<file path="config.mk">
export PLATFORM = sky130hd
export DESIGN_NAME = sdram_arbiter
export DESIGN_NICKNAME = d
export VERILOG_FILES = /design/src/rtl/sdram_arb_pkg.sv /design/src/rtl/sdram_arb_rr.sv /design/src/rtl/sdram_arbiter.sv
export SDC_FILE = /design/constraint.sdc
export NUM_CORES = 1
export LEC_CHECK = 0
export BUFFER_PORTS_ARGS = -buffer_cell sky130_fd_sc_hd__buf_2
export CORE_UTILIZATION = 51
export CTS_CLUSTER_DIAMETER = 120
export DETAILED_ROUTE_END_ITERATION = 10
export GPL_TIMING_DRIVEN = 0
export PLACE_DENSITY = 0.85
export SLEW_MARGIN = 10
export SYNTH_ARGS = -nofsm -noshare
export SYNTH_HDL_FRONTEND = slang
export SYNTH_SLANG_ARGS = --single-unit
</file>
<file path="constraint.sdc">
create_clock -name CLK -period 4.39 [get_ports CLK]
set_input_delay 0.439 -clock CLK [delete_from_list [all_inputs] [get_ports CLK]]
set_output_delay 0.439 -clock CLK [all_outputs]
set_load 0.02 [all_outputs]
</file>
<file path="src/rtl/sdram_arb_pkg.sv">
// Shared definitions for the two-port SDRAM arbiter: FSM encoding,
// default parameter values and the timeout counter width.
package sdram_arb_pkg;

    typedef enum logic [1:0] {
        ST_IDLE  = 2'd0,
        ST_ISSUE = 2'd1,
        ST_ACK   = 2'd2
    } arb_state_e;

    localparam int DEF_ADDR_W      = 22;
    localparam int DEF_DATA_W      = 16;
    localparam int DEF_TIMEOUT_CYC = 1023;

    // Wide enough for the largest legal timeout (65535 cycles).
    localparam int CNT_W = 16;

    // One-hot grant vector for a port index.
    function automatic logic [1:0] port_onehot(input logic port);
        return port ? 2'b10 : 2'b01;
    endfunction

endpackage

</file>
<file path="src/rtl/sdram_arb_rr.sv">
// Two-way round-robin pick. A lone requester always wins; on a tie the
// port that did not win last time is chosen. The pointer resets to port 1
// so that port 0 takes the first tie after reset.
module sdram_arb_rr
    import sdram_arb_pkg::*;
(
    input  logic       CLK,
    input  logic       RST,
    input  logic [1:0] req,
    input  logic       upd,
    input  logic       winner,
    output logic [1:0] pick
);

    logic last;

    // Remember the most recent winner when the top level commits a grant
    always_ff @(posedge CLK or posedge RST) begin
        if (RST) begin
            last <= 1'b1;
        end else if (upd) begin
            last <= winner;
        end
    end

    // Combinational pick from the current requests and the pointer
    always_comb begin
        pick = 2'b00;
        case (req)
            2'b01:   pick = 2'b01;
            2'b10:   pick = 2'b10;
            2'b11:   pick = port_onehot(~last);
            default: pick = 2'b00;
        endcase
    end

endmodule

</file>
<file path="src/rtl/sdram_arbiter.sv">
// Two-port round-robin front end for the SDRAM controller. Each request is
// a single-word read or write; the granted command is latched, held on the
// controller's level-sensitive enable until Done (or a timeout abort), and
// completion plus read data is returned to the granted port.
// TIMEOUT_CYC legal range: 4..65535.
module sdram_arbiter
    import sdram_arb_pkg::*;
#(
    parameter int ADDR_W      = DEF_ADDR_W,
    parameter int DATA_W      = DEF_DATA_W,
    parameter int TIMEOUT_CYC = DEF_TIMEOUT_CYC
) (
    input  logic              CLK,
    input  logic              RST,
    input  logic              P0_Req_Sig,
    input  logic              P1_Req_Sig,
    input  logic              P0_Wr_Sig,
    input  logic              P1_Wr_Sig,
    input  logic [ADDR_W-1:0] P0_Addr,
    input  logic [ADDR_W-1:0] P1_Addr,
    input  logic [DATA_W-1:0] P0_WrData,
    input  logic [DATA_W-1:0] P1_WrData,
    output logic              P0_Done_Sig,
    output logic              P1_Done_Sig,
    output logic              P0_Err_Sig,
    output logic              P1_Err_Sig,
    output logic [DATA_W-1:0] RdData,
    output logic [1:0]        Gnt,
    output logic              Busy_Sig,
    output logic              WrEN_Sig,
    output logic              RdEN_Sig,
    output logic [ADDR_W-1:0] BRC_Addr,
    output logic [DATA_W-1:0] WrData,
    input  logic              C_Done_Sig,
    input  logic [DATA_W-1:0] C_RdData
);

    localparam logic [CNT_W-1:0] CNT_LAST = CNT_W'(TIMEOUT_CYC - 1);

    arb_state_e        state;
    arb_state_e        state_d;
    logic [1:0]        req;
    logic [1:0]        pick;
    logic              take;
    logic              finish;
    logic              time_out;
    logic              sel_wr;
    logic [ADDR_W-1:0] sel_addr;
    logic [DATA_W-1:0] sel_data;
    logic [CNT_W-1:0]  cnt;

    assign req      = {P1_Req_Sig, P0_Req_Sig};
    assign sel_wr   = pick[1] ? P1_Wr_Sig : P0_Wr_Sig;
    assign sel_addr = pick[1] ? P1_Addr   : P0_Addr;
    assign sel_data = pick[1] ? P1_WrData : P0_WrData;

    // The pointer moves to the granted port as the transaction enters ACK
    sdram_arb_rr u_rr (
        .CLK    (CLK),
        .RST    (RST),
        .req    (req),
        .upd    (finish),
        .winner (Gnt[1]),
        .pick   (pick)
    );

    // State register
    always_ff @(posedge CLK or posedge RST) begin
        if (RST) begin
            state <= ST_IDLE;
        end else begin
            state <= state_d;
        end
    end

    // Next state and the transition strobes that drive the registers below;
    // a controller Done on the last timeout cycle takes priority over abort
    always_comb begin
        state_d  = state;
        take     = 1'b0;
        finish   = 1'b0;
        time_out = 1'b0;
        case (state)
            ST_IDLE: begin
                if (pick != 2'b00) begin
                    state_d = ST_ISSUE;
                    take    = 1'b1;
                end
            end
            ST_ISSUE: begin
                if (C_Done_Sig) begin
                    state_d = ST_ACK;
                    finish  = 1'b1;
                end else if (cnt == CNT_LAST) begin
                    state_d  = ST_ACK;
                    finish   = 1'b1;
                    time_out = 1'b1;
                end
            end
            ST_ACK: begin
                state_d = ST_IDLE;
            end
            default: begin
                state_d = ST_IDLE;
            end
        endcase
    end

    // Command registers latch the winner's address/data; the timeout counter
    // restarts on each grant and counts ISSUE cycles without a Done
    always_ff @(posedge CLK or posedge RST) begin
        if (RST) begin
            cnt      <= '0;
            BRC_Addr <= '0;
            WrData   <= '0;
        end else if (take) begin
            cnt      <= '0;
            BRC_Addr <= sel_addr;
            WrData   <= sel_data;
        end else if (state == ST_ISSUE && !finish) begin
            cnt <= cnt + CNT_W'(1);
        end
    end

    // Registered port-side and controller-side outputs, updated on the
    // grant, completion and ACK-exit transitions
    always_ff @(posedge CLK or posedge RST) begin
        if (RST) begin
            Gnt         <= 2'b00;
            Busy_Sig    <= 1'b0;
            WrEN_Sig    <= 1'b0;
            RdEN_Sig    <= 1'b0;
            P0_Done_Sig <= 1'b0;
            P1_Done_Sig <= 1'b0;
            P0_Err_Sig  <= 1'b0;
            P1_Err_Sig  <= 1'b0;
            RdData      <= '0;
        end else begin
            if (take) begin
                Gnt      <= pick;
                Busy_Sig <= 1'b1;
                WrEN_Sig <= sel_wr;
                RdEN_Sig <= ~sel_wr;
            end
            if (finish) begin
                WrEN_Sig    <= 1'b0;
                RdEN_Sig    <= 1'b0;
                P0_Done_Sig <= Gnt[0];
                P1_Done_Sig <= Gnt[1];
                P0_Err_Sig  <= Gnt[0] & time_out;
                P1_Err_Sig  <= Gnt[1] & time_out;
                RdData      <= time_out ? '0 : C_RdData;
            end
            if (state == ST_ACK) begin
                Gnt         <= 2'b00;
                Busy_Sig    <= 1'b0;
                P0_Done_Sig <= 1'b0;
                P1_Done_Sig <= 1'b0;
                P0_Err_Sig  <= 1'b0;
                P1_Err_Sig  <= 1'b0;
            end
        end
    end

endmodule
</file>
Yosys cells after proc, flatten, opt, wreduce, memory -nomap -nowiden
Index checks and enable logic that the tools add are counted.
{"block": "word_totals", "register_bits": 82, "inputBits": 99, "out_inout_bits": 63, "wordCells": 70}
{"block": "classes", "addsub": 1, "eq_ne": 8, "n_mux": 35, "bitwise_logic": 3, "reduce_logical": 9}
{"operator": "16-bit 2-to-1 mux", "n": 4}
{"operator": "1-bit 2-to-1 mux", "n": 22}
{"operator": "22-bit 2-to-1 mux", "n": 1}
{"operator": "16-bit by 1-bit adder with 16-bit output, second input constant", "n": 1}
{"operator": "16-bit by 10-bit == test with 1-bit output, second input constant", "n": 1}
{"operator": "2-bit 2-to-1 mux", "n": 6}
{"operator": "2-bit nonzero test", "n": 5}
{"operator": "2-bit == test, second input constant", "n": 3}
{"operator": "2-bit one-hot mux with 3 select lines", "n": 1}
{"operator": "2-bit by 1-bit == test with 1-bit output, second input constant", "n": 2}
{"operator": "2-bit one-hot mux with 2 select lines", "n": 1}
{"operator": "3-bit inequality test, second input constant", "n": 1}
{"operator": "1-bit AND", "n": 2}
{"operator": "2-bit zero test", "n": 1}
{"operator": "2-bit inequality test, second input constant", "n": 1}
{"operator": "2-bit AND reduction", "n": 1}
{"operator": "1-bit logical AND", "n": 1}
{"operator": "1-bit zero test", "n": 1}
{"operator": "1-bit inverter", "n": 1}

Longest topological paths before layout
{"block": "depth", "word_depth": 8, "depth_mapped": 7, "ltp_nobuf": 7}

Modules after synthesis
Synthesis repeated with hierarchy kept, for this count alone.
{"block": "hier_totals", "cells_unflattened": 404, "hier_area_um2": 3941.3}
{"mod": "sdram_arbiter", "instances": 1, "cells_each": 397, "area_per_inst_um2": 3883.7, "seq_area_each_um2": 2026.9}
{"mod": "sdram_arb_rr", "instances": 1, "cells_each": 7, "area_per_inst_um2": 57.6, "seq_area_each_um2": 26.3}

Worst setup path before layout
OpenSTA, ideal clock, no wires.
{"block": "synth_path", "kind": "reg2reg", "start": "register cnt[0]", "end": "register u_rr.last", "setup_time_ps": 82, "arrival_time_ps": 1986, "t_required_ps": 4308, "path_slack_ps": 2321, "stages_incl_launch_ff": 8, "path_buffers": 0, "synth_period_minus_slack_ps": 2069, "cell_sequence": "dfrtp_1 > inv_1 > ha_1 > or4b_4 > nor4_4 > o21ai_2 > inv_1 > mux2_2"}
{"block": "synth_via", "elab_chain_len": 4}
{"item": "start, declared", "line_no": "sdram_arbiter.sv:50", "rtl": "logic [CNT_W-1:0] cnt;"}
{"item": "start signal, assigned", "line_no": "sdram_arbiter.sv:121", "rtl": "cnt <= cnt + CNT_W'(1);"}
{"item": "16-bit by 10-bit == test with 1-bit output", "line_no": "sdram_arbiter.sv:94", "rtl": "end else if (cnt == CNT_LAST) begin"}
{"item": "1-bit 2-to-1 mux", "line_no": "sdram_arbiter.sv:94"}
{"item": "1-bit 2-to-1 mux", "line_no": "sdram_arbiter.sv:91", "rtl": "if (C_Done_Sig) begin"}
{"item": "1-bit 2-to-1 mux", "line_no": "sdram_arbiter.sv:83", "rtl": "case (state)"}
{"item": "end signal, assigned", "line_no": "sdram_arb_rr.sv:22", "rtl": "last <= winner;"}
{"item": "end, declared", "line_no": "sdram_arb_rr.sv:15", "rtl": "logic last;"}
Every way passes these cells.
A chain may end at the register's enable or synchronous reset.

Worst setup path in the final report
Ends and elaborated chain as after synthesis.

==> summary.md <==
| Metric | Value |
|---|---|
| Critical path capture point type | flip-flop |
| Crit path launch | cnt[0]$_DFFE_PP0P_ |
| Initial antenna violation count | 0 |
| Crit path max fanout | 10 |
| Area grow syn2layout | 30.3% |
| Status | complete, no violations |
| Most common cell after layout, fill and taps aside | buf_2 |
| PortBufs | around 160 |
| Synth Net Count | 455 |
| Worst path top cell family by delay | simple AND/OR/NAND/NOR gates |
| Row cnt | 30 |
| Slowest library cell on the worst path | or4b_4 |
| CP Data Required Time | 4.67 ns |
| Slowest stage delay, CP | 0.49 ns |
| Endpoints failing hold | 0 |
| Fin Setup TNS | 0 ns |
| FF-to-FF Start | cnt[0]$_DFFE_PP0P_ |
| Most frequent cells in the layout | 163 x buf_2, 81 x dfrtp_1, 55 x nand2_1, 44 x o21ai_0, 43 x mux2i_1 |
| Total power | 3.12 mW |
| R2R Setup Slk | 2.07 ns |
| CP endpoint | u_rr.last$_DFFE_PP1P_ |
| Synth warn | 0 |
| H-tree depth | 3 |
| Class of the worst hold path | in -> async |
| GRT Max-Usage Layer | met2 |
| CTS tree | yes |
| # setup viols final | 0 |
| First-pass GRT wire length | between 15000 and 20000 um |
| Peak VDD IR | 0.376 mV |
| Synth Flop Type | dfrtp_1 |
| Global-route total usage across every layer | between 20% and 30% |
| Post-synth EDFFs | 0 |
| NumNets Final | 628 |
| Average size of a mapped cell | 10.7 um^2 |
| Filler cells | 532 |
| M1 GR Usage | 33.5% |
| Library cells used by synthesis | 46 |
| TritonRoute pass-1 iters | 4 |
| WS Path Type | reg -> reg |
| Synth Cell Area | ~0.0038 mm^2 |
| Worst Path Arrival | 2.60 ns |
| Grt met2 use | 42.6% |
| Clock skew | 0.0121 ns |
| Slew HR | 47.4% |
| Final non-filler cell total | ~630 |
| CP Cell Sequence | inv_1 -> ha_1 -> or4b_4 -> nor4_4 -> o21ai_2 -> inv_1 -> mux2_2 |
| R2R depth | 7 |
| Cts repair resizes | 0 |
| I/O Pins | around 160 |
| Total core area | about 0.007 mm^2 |
| Hold buffer count at cts | 0 |
| Reg-to-Reg End | u_rr.last$_DFFE_PP1P_ |
| Initial Util | 54.1% |
| Clock Latency Late Sink | 0.35 ns |
| Clock transition at path regs | 0.09 ns |
| Met3 Track Usage GR | 4.90% |
| Post-Synthesis Cells | 354 |
| Final Cell Area | 0.00492 mm^2 |
| Routed via count | 3400 |
| Number of global-route vias before repair | 3193 |
| Wire per inst | 15.1 um |
| Post-synthesis async set-or-reset flop share | 100% |
| WL final | 9470 um |
| Vias per std cell | 5.41 |
| Post-CTS Setup Bufs | 0 |
| RSZ-0062 raised after global routing | false |
| Setup ws final | 2.07 ns |
| Max cap viols | 0 |
| Routability congestion estimate | roughly 0.90 |
| Placement Setup Slack | 2.08 ns |
| Die height | 88.0 um |
| Root Buffer | clkbuf_8 |
| Dpl cells | just over 600 |
| Post-synthesis register bit count | 82 |
| CP most frequent cell | inv_1 |
| Clk sinks | 82 |
| Max frequency | approximately 430 MHz |
| Die Wd | between 80 and 90 um |
| Buf/Inv on CP | 2 |
| Layout cell share with drive strength beyond 1 | 35.9% |
| Ant diodes | 0 |
| CTS buffer count | 9 |
| Initial DRC Count | 185 |
| Global route overflow | 0 |
| Period utilisation layout | between 50 and 60% |
| Setup crit start kind | flip-flop |
| DRC viols | 0 |
| Post-DRT Antenna Nets | 0 |
| DP Area | 0.00472 mm^2 |
| Die area | 0.00775 mm^2 |
| Largest net degree at the start of global routing | 43 |
| Power Dens Cells | 634 mW/mm^2 |
| Sequential share of the synthesized area | 54.4% |
| DP Wirelength | 7090 um |
| Worst Tran Pin Value | about 0.8 ns |
| Tmin final | between 2 and 2.5 ns |
| Leakage power | approximately 2.5 nW |
| CTS Buffer Depth | 2 |
| CP Depth | 7 |
| Slew Viols, Final | 0 |
[per-stage QoR]
| step | util, % | hold WS (ns) |
|---|---|---|
| after floorplan | - | 0.508 |
| after global placement | 67.3 | 0.459 |
| after global routing | 70.4 | 0.172 |
| final | 70.4 | 0.126 |
| after CTS | 70.4 | 0.142 |
| after detailed placement | 67.6 | 0.465 |
[synth_stat cells, types with 2 or more instances]
cell type / instances / area (um^2)
a21oi_1: 9 / 45.0
o211a_1: 2 / 20.0
nor4_1: 3 / 18.8
inv_1: 8 / 30.0
buf_1: 3 / 11.3
nand2_1: 55 / 206
or4_1: 5 / 37.5
o31ai_1: 5 / 37.5
nand4b_1: 3 / 26.3
buf_2: 2 / 10.0
nand3_1: 7 / 35.0
o211ai_1: 2 / 15.0
clkbuf_1: 16 / 60.1
nand2b_1: 3 / 18.8
o22ai_1: 2 / 12.5
or3_1: 5 / 31.3
a32oi_1: 2 / 17.5
nand4_1: 5 / 31.3
ha_1: 2 / 25.0
xnor2_1: 2 / 17.5
dfrtp_1: 81 / 2030
or2_2: 2 / 12.5
mux2i_1: 43 / 430
o21ai_0: 44 / 220
nor2_1: 7 / 26.3
a22o_1: 16 / 140
[cell families (layout without fill, tap and decap cells)]
logic type                 after synthesis  count (layout)  share of synthesized area (%)
and+or+nand+nor                        105             105                           14.5
AOI/OAI and AO/OA                       88              88                           14.8
DFF                                     82              82                           54.4
muxes                                   44              44                           11.7
buffers and inverters                   31             209                           3.45
adders and majority gates                2               2                          0.663
xor gates and xnor gates                 2               2                          0.464
[power by group]
part           internal, mW  total (mW)  switching (mW)
logic                 0.480        1.35           0.875
registers              1.05        1.22           0.172
clock network         0.267       0.542           0.275
[metal layers]
| layer | wire length, um | share of wire (%) |
|---|---|---|
| met1 | 4000 | 42 |
| met2 | 4800 | 51 |
| met3 | 529 | 5.6 |
| met4 | 136 | 1.4 |
| met5 | 0 | 0 |
[worst reg2reg max path, stage by stage (launching register included)]
cell     delay (ns)
dfrtp_1        0.44
inv_1          0.08
ha_1           0.14
or4b_4         0.49
nor4_4         0.39
o21ai_2        0.21
inv_1          0.15
mux2_2         0.35
[registers in the layout (all words and copies together) (netlist names)]
register	cells
BRC_Addr	22
Busy_Sig	1
Gnt	2
P0_Done_Sig	1
P0_Err_Sig	1
P1_Done_Sig	1
P1_Err_Sig	1
RdData	16
RdEN_Sig	1
WrData	16
WrEN_Sig	1
cnt	16
state	2
u_rr.last	1
[how the worst min path moves through the flow]
stage / start / end / slack (ns) / depth (start not counted)
2_1_floorplan: cnt[15]$_DFFE_PP0P_ / cnt[15]$_DFFE_PP0P_ / 0.51 / 2
3_3_place_gp: WrData[6]$_DFFE_PP0P_ / WrData[6]$_DFFE_PP0P_ / 0.46 / 2
3_5_place_dp: WrData[15]$_DFFE_PP0P_ / WrData[15]$_DFFE_PP0P_ / 0.47 / 2
4_1_cts: RST / WrData[7]$_DFFE_PP0P_ / 0.14 / 2
5_1_grt: RST / WrData[7]$_DFFE_PP0P_ / 0.17 / 2
6_report: RST / WrData[7]$_DFFE_PP0P_ / 0.13 / 2
[area by class of cell]
cell class	count	area (um^2)	area share, %
flip-flops and latches	82	2050	41.8
multi-input cells	241	1590	32.3
repair buffers	162	826	16.8
clock buffers	11	131	2.67
well taps	96	120	2.44
plain buffers	23	100	2.04
clock inverters	5	62.6	1.27
inverters	8	32.5	0.662
(Power assumes the default switching activity.)
